`src/rtl/sdc_cmd_sequencer.sv`:
```
// Command sequencer/arbiter in front of the SD command-pin engine: grants the host or
// auto-command requester, drives one command through the engine and retries on CRC/index errors.
module sdc_cmd_sequencer #(
    parameter int MAX_RETRY = 2,
    parameter int RETRY_W   = 2
) (
    input  logic               i_clk,
    input  logic               i_rst,
    // Requesters hold req high with stable fields until their done pulse; a req still
    // high in the IDLE cycle after done is a new request, and a req dropped mid-command
    // is ignored (the command completes and done still pulses).
    input  logic               i_hostReq,
    input  logic [5:0]         i_hostIndex,
    input  logic [31:0]        i_hostArg,
    input  logic [6:0]         i_hostConfig,
    output logic               o_hostDone,
    input  logic               i_autoReq,
    input  logic [5:0]         i_autoIndex,
    input  logic [31:0]        i_autoArg,
    input  logic [6:0]         i_autoConfig,
    output logic               o_autoDone,
    output logic [4:0]         o_status,
    output logic [RETRY_W-1:0] o_retries,
    output logic [119:0]       o_respOut,
    output logic               o_busy,
    output logic [5:0]         o_cmdIndex,
    output logic [31:0]        o_cmdArgument,
    output logic [6:0]         o_cmdConfig,
    output logic               o_cmdStart,
    input  logic [4:0]         i_interruptEvents,
    input  logic [119:0]       i_response,
    output logic [2:0]         o_state
);

    typedef enum logic [2:0] {
        S_IDLE      = 3'd0,
        S_START     = 3'd1,
        S_WAIT_BUSY = 3'd2,
        S_WAIT_DONE = 3'd3,
        S_EVAL      = 3'd4,
        S_DONE      = 3'd5
    } state_t;

    localparam logic [RETRY_W-1:0] LP_MAX_RETRY     = RETRY_W'(MAX_RETRY);
    localparam logic [4:0]         LP_FORCED_STATUS = 5'b00110;
    localparam logic [1:0]         LP_BUSY_LAST     = 2'd2;

    state_t             r_state;
    state_t             w_next;
    logic [RETRY_W-1:0] r_retry_cnt;
    logic [4:0]         r_events;
    logic               r_owner_auto;
    logic [1:0]         r_wb_cnt;
    logic               w_events_nz;
    logic               w_retry;
    logic               w_grant;
    logic               w_force_timeout;

    // events layout: {indexErr, crcErr, timeout, error, ok}
    assign w_events_nz     = |i_interruptEvents;
    assign w_retry         = (r_events[4] | r_events[3]) & ~r_events[2] &
                             (r_retry_cnt < LP_MAX_RETRY);
    assign w_grant         = (r_state == S_IDLE) & (i_autoReq | i_hostReq);
    assign w_force_timeout = (r_state == S_WAIT_BUSY) & w_events_nz & (r_wb_cnt == LP_BUSY_LAST);

    assign o_busy  = (r_state != S_IDLE);
    assign o_state = r_state;

    always_ff @(posedge i_clk or posedge i_rst) begin
        if (i_rst) begin
            r_state <= S_IDLE;
        end else begin
            r_state <= w_next;
        end
    end

    always_comb begin
        w_next = r_state;
        case (r_state)
            S_IDLE:      if (i_autoReq || i_hostReq) w_next = S_START;
            S_START:     w_next = S_WAIT_BUSY;
            S_WAIT_BUSY: begin
                if (!w_events_nz)         w_next = S_WAIT_DONE;
                else if (w_force_timeout) w_next = S_DONE;
            end
            S_WAIT_DONE: if (w_events_nz) w_next = S_EVAL;
            S_EVAL:      w_next = w_retry ? S_START : S_DONE;
            S_DONE:      w_next = S_IDLE;
            default:     w_next = S_IDLE;
        endcase
    end

    always_ff @(posedge i_clk or posedge i_rst) begin
        if (i_rst) begin
            r_retry_cnt   <= '0;
            r_events      <= '0;
            r_owner_auto  <= 1'b0;
            r_wb_cnt      <= '0;
            o_hostDone    <= 1'b0;
            o_autoDone    <= 1'b0;
            o_status      <= '0;
            o_retries     <= '0;
            o_respOut     <= '0;
            o_cmdIndex    <= '0;
            o_cmdArgument <= '0;
            o_cmdConfig   <= '0;
            o_cmdStart    <= 1'b0;
        end else begin
            o_cmdStart <= (w_next == S_START);
            o_hostDone <= (w_next == S_DONE) & ~r_owner_auto;
            o_autoDone <= (w_next == S_DONE) & r_owner_auto;

            // Fields stay put through retries and until the next grant.
            if (w_grant) begin
                r_owner_auto <= i_autoReq;
                if (i_autoReq) begin
                    o_cmdIndex    <= i_autoIndex;
                    o_cmdArgument <= i_autoArg;
                    o_cmdConfig   <= i_autoConfig;
                end else begin
                    o_cmdIndex    <= i_hostIndex;
                    o_cmdArgument <= i_hostArg;
                    o_cmdConfig   <= i_hostConfig;
                end
            end

            if (r_state == S_START) begin
                r_wb_cnt <= '0;
            end else if (r_state == S_WAIT_BUSY) begin
                r_wb_cnt <= r_wb_cnt + 2'd1;
            end

            if ((r_state == S_WAIT_DONE) && w_events_nz) begin
                r_events <= i_interruptEvents;
            end

            if ((r_state == S_EVAL) && w_retry) begin
                r_retry_cnt <= r_retry_cnt + 1'b1;
            end else if (r_state == S_DONE) begin
                r_retry_cnt <= '0;
            end

            if (w_next == S_DONE) begin
                o_status  <= w_force_timeout ? LP_FORCED_STATUS : r_events;
                o_retries <= r_retry_cnt;
                o_respOut <= i_response;
            end
        end
    end

endmodule

```
`config.mk`:
```
export PLATFORM = sky130hd
export DESIGN_NAME = sdc_cmd_sequencer
export DESIGN_NICKNAME = d
export VERILOG_FILES = /design/src/rtl/sdc_cmd_sequencer.sv
export SDC_FILE = /design/constraint.sdc
export NUM_CORES = 1
export LEC_CHECK = 0
export CORE_ASPECT_RATIO = 0.75
export CORE_MARGIN = 2
export CORE_UTILIZATION = 25
export DETAILED_ROUTE_END_ITERATION = 10
export SETUP_SLACK_MARGIN = 0.5
export SYNTH_ARGS = -nofsm -noshare
export SYNTH_HDL_FRONTEND = slang
export SYNTH_SLANG_ARGS = --single-unit
```
`constraint.sdc`:
```
create_clock -name i_clk -period 11.6 [get_ports i_clk]
set_clock_uncertainty 0.05 [all_clocks]
set_input_delay 1.16 -clock i_clk [delete_from_list [all_inputs] [get_ports i_clk]]
set_output_delay 1.16 -clock i_clk [all_outputs]
set_load 0.02 [all_outputs]
```
==> reports/results.txt <==
drt total wl - 23300 µm
top-count cell post-synth - dfrtp_1
antenna violations before repair - 0
Syn Nets - 763
Setup Viol. Count Final - 0
crit end category - flop
Worst Setup Start Kind - primary input
vias - 5740
initial core utilization - 25.6%
slowest CP cell - buf_4
Worst path max stage delay - 0.90 ns
Post-synth EDFFs - 0
WL per Instance - 17.3 µm
total stage count of the critical path - 6
post-synthesis cell type count - 34
antenna cell count - 0
HPWL Detailed - 17100 µm
global route overflow - 0
Mapped Cells - 543
Post-CTS Hold Buffers - 0
hold slack final - 0.404 ns
drc violations - 0
CTS Buffer Depth - 2
# rows - 55
Final Max Slew Viols - 0
IO buf count - 397
Data required, critical path - 11.88 ns
Worst-Margin Slew - 1.00 ns
yosys warns - 0
Clock Latency Late Sink - 0.44 ns
Mean Syn Cell Area - 14.3 µm²
Resize count post-CTS - 0
P&R area growth vs syn - 62.0%
Placeable Area - 30400 µm²
FF-to-FF path depth - 4
period utilization - 37.5%
die span in y - 157 µm
Ports - 398
max-cap viol count - 0
root buf cell - clkbuf_16
GP Congestion - 0.755
Hold Crit Class - flop to flop
Horiz. Die Dim - 208 µm
family with the most delay on the worst path - simple AND/OR/NAND/NOR gates
first-pass GRT wire length - 34900 µm
largest net degree at the start of global routing - 117
RSZ-0062 raised after global routing - no
crit-path max FO - 66
Max transition margin - 33.2%
Worst-path clk slew - 0.07 ns
total negative slack - 0 ns
Die ar. - 32600 µm²
pwr/cell area - 284 nW/µm²
Period minus WS final - 4.35 ns
WHS Path Cells - 1
critical path arrival - 4.63 ns
sequential area share after synthesis - 60.4%
antenna-violating nets left - 0
H-tree Lvls - 4
Fin. Hold Viols - 0
status - complete, no violations
Top FF cell, synth - dfrtp_1
leading area contributor after synthesis - dfrtp_1
TritonCTS clock tree - yes
First-pass DRT Iterations - 4
Cell Area, Synth - 7790 µm²
worst setup path class - primary input to flop
worst path buffer plus inverter count - 2
Vias/cell - 4.27
Post-CTS Setup Bufs - 0
Sink Count - 188
Leak - 5.42 nW
Synth top cells by count - dfrtp_1 (188), mux2_2 (69), nor2_1 (57)
total CTS buffers - 17
Detailed Route Iter0 Violations - 180
peak supply drop - 0.114 mV
ratio of cells with drive above 1 in the final layout - 17.0%
CP Cell Sequence - clkdlybuf4s50_1, or4_4, o211ai_2, and2_4, buf_4, mux2_2
vias in the first global route - 5760
overall track demand over capacity in global routing - 14.1%
asr flop ratio synth - 100%
Fmax - 0.230 GHz
nets - 1152
Synth area leaders - dfrtp_1 (60%), mux2_2 (10%), mux2_4 (9.6%)
Synth top area share - 60.4%
Synth Register Bits - 188
report_power, final:
| group | switching, W | internal (W) | leakage [nW] | total, W |
|---|---|---|---|---|
| combinational | 0.000853 | 0.000966 | 2.97 | 0.00182 |
| clock | 0.000280 | 0.000307 | 0.273 | 0.000587 |
| sequential | 0.000190 | 0.000987 | 2.17 | 0.00118 |
| total | 0.00132 | 0.00226 | 5.42 | 0.00358 |
cell usage in the layout (no fill, tap or decap), types with 3 or more instances in the layout:
cell,n
inv_6,5
clkdlybuf4s50_1,396
clkinvlp_4,3
nand2_1,7
mux2_1,7
nor3_1,4
dfrtp_1,188
o21ai_0,7
mux2_2,69
mux2_4,50
a21oi_1,49
nor2_1,56
buf_4,4
inv_1,4
clkbuf_16,17
mux2i_1,51
flip-flops by register name, indices dropped and copies added, names as in the netlist:
register and cells:
o_state 3, o_cmdIndex 6, r_retry_cnt 2, r_wb_cnt 2, r_owner_auto 1, o_cmdConfig 7, o_cmdStart 1, o_autoDone 1
o_retries 2, o_status 5, o_hostDone 1, r_events 5, o_cmdArgument 32, o_respOut 120
layout make-up:
type,count,area (µm²)
tap,399,499
clock inverter,13,130
timing repair buffer,401,4000
inverter,5,26.3
fill,2918,17800
sequential,188,4700
clock buffer,19,443
multi-input combinational,319,2820
worst paths after layout:
kind	startpoint	to	slack (ns)
max	i_interruptEvents[0]	o_respOut[117]	7.25
min	r_owner_auto	o_hostDone	0.40
max reg2reg	r_events[2]	o_respOut[117]	7.96
min reg2reg	r_owner_auto	o_hostDone	0.40
max in group asynchronous	i_rst	r_events[2]	8.70
min in group asynchronous	i_rst	o_respOut[5]	1.18
layer usage:
layer / global-route usage [%] / routed length (µm)
met1: 17.5 / 9890
met2: 21.7 / 10700
met3: 6.62 / 2300
met4: 4.83 / 359
met5: 0 / 0
cell families after synthesis:
logic type	share of synthesized area, %
flops	60.4
mux	27.2
simple gates	4.06
compound gates	4.63
buf+inv	3.57
fa+ha+maj	0.161
through the flow:
stage               cells  setup WS [ns]  utilization [%]  power (W)  area [µm²]
floorplan             543           5.28                -    0.00218        7790
global placement     1312           6.82             39.6    0.00301       12000
detailed placement   1312           6.77             39.6    0.00302       12000
CTS                  1344           7.26             41.5    0.00363       12600
global route         1344           7.09             41.5    0.00379       12600
finish               1344           7.25             41.5    0.00358       12600
Note: power is estimated with default switching activity, not from simulation.
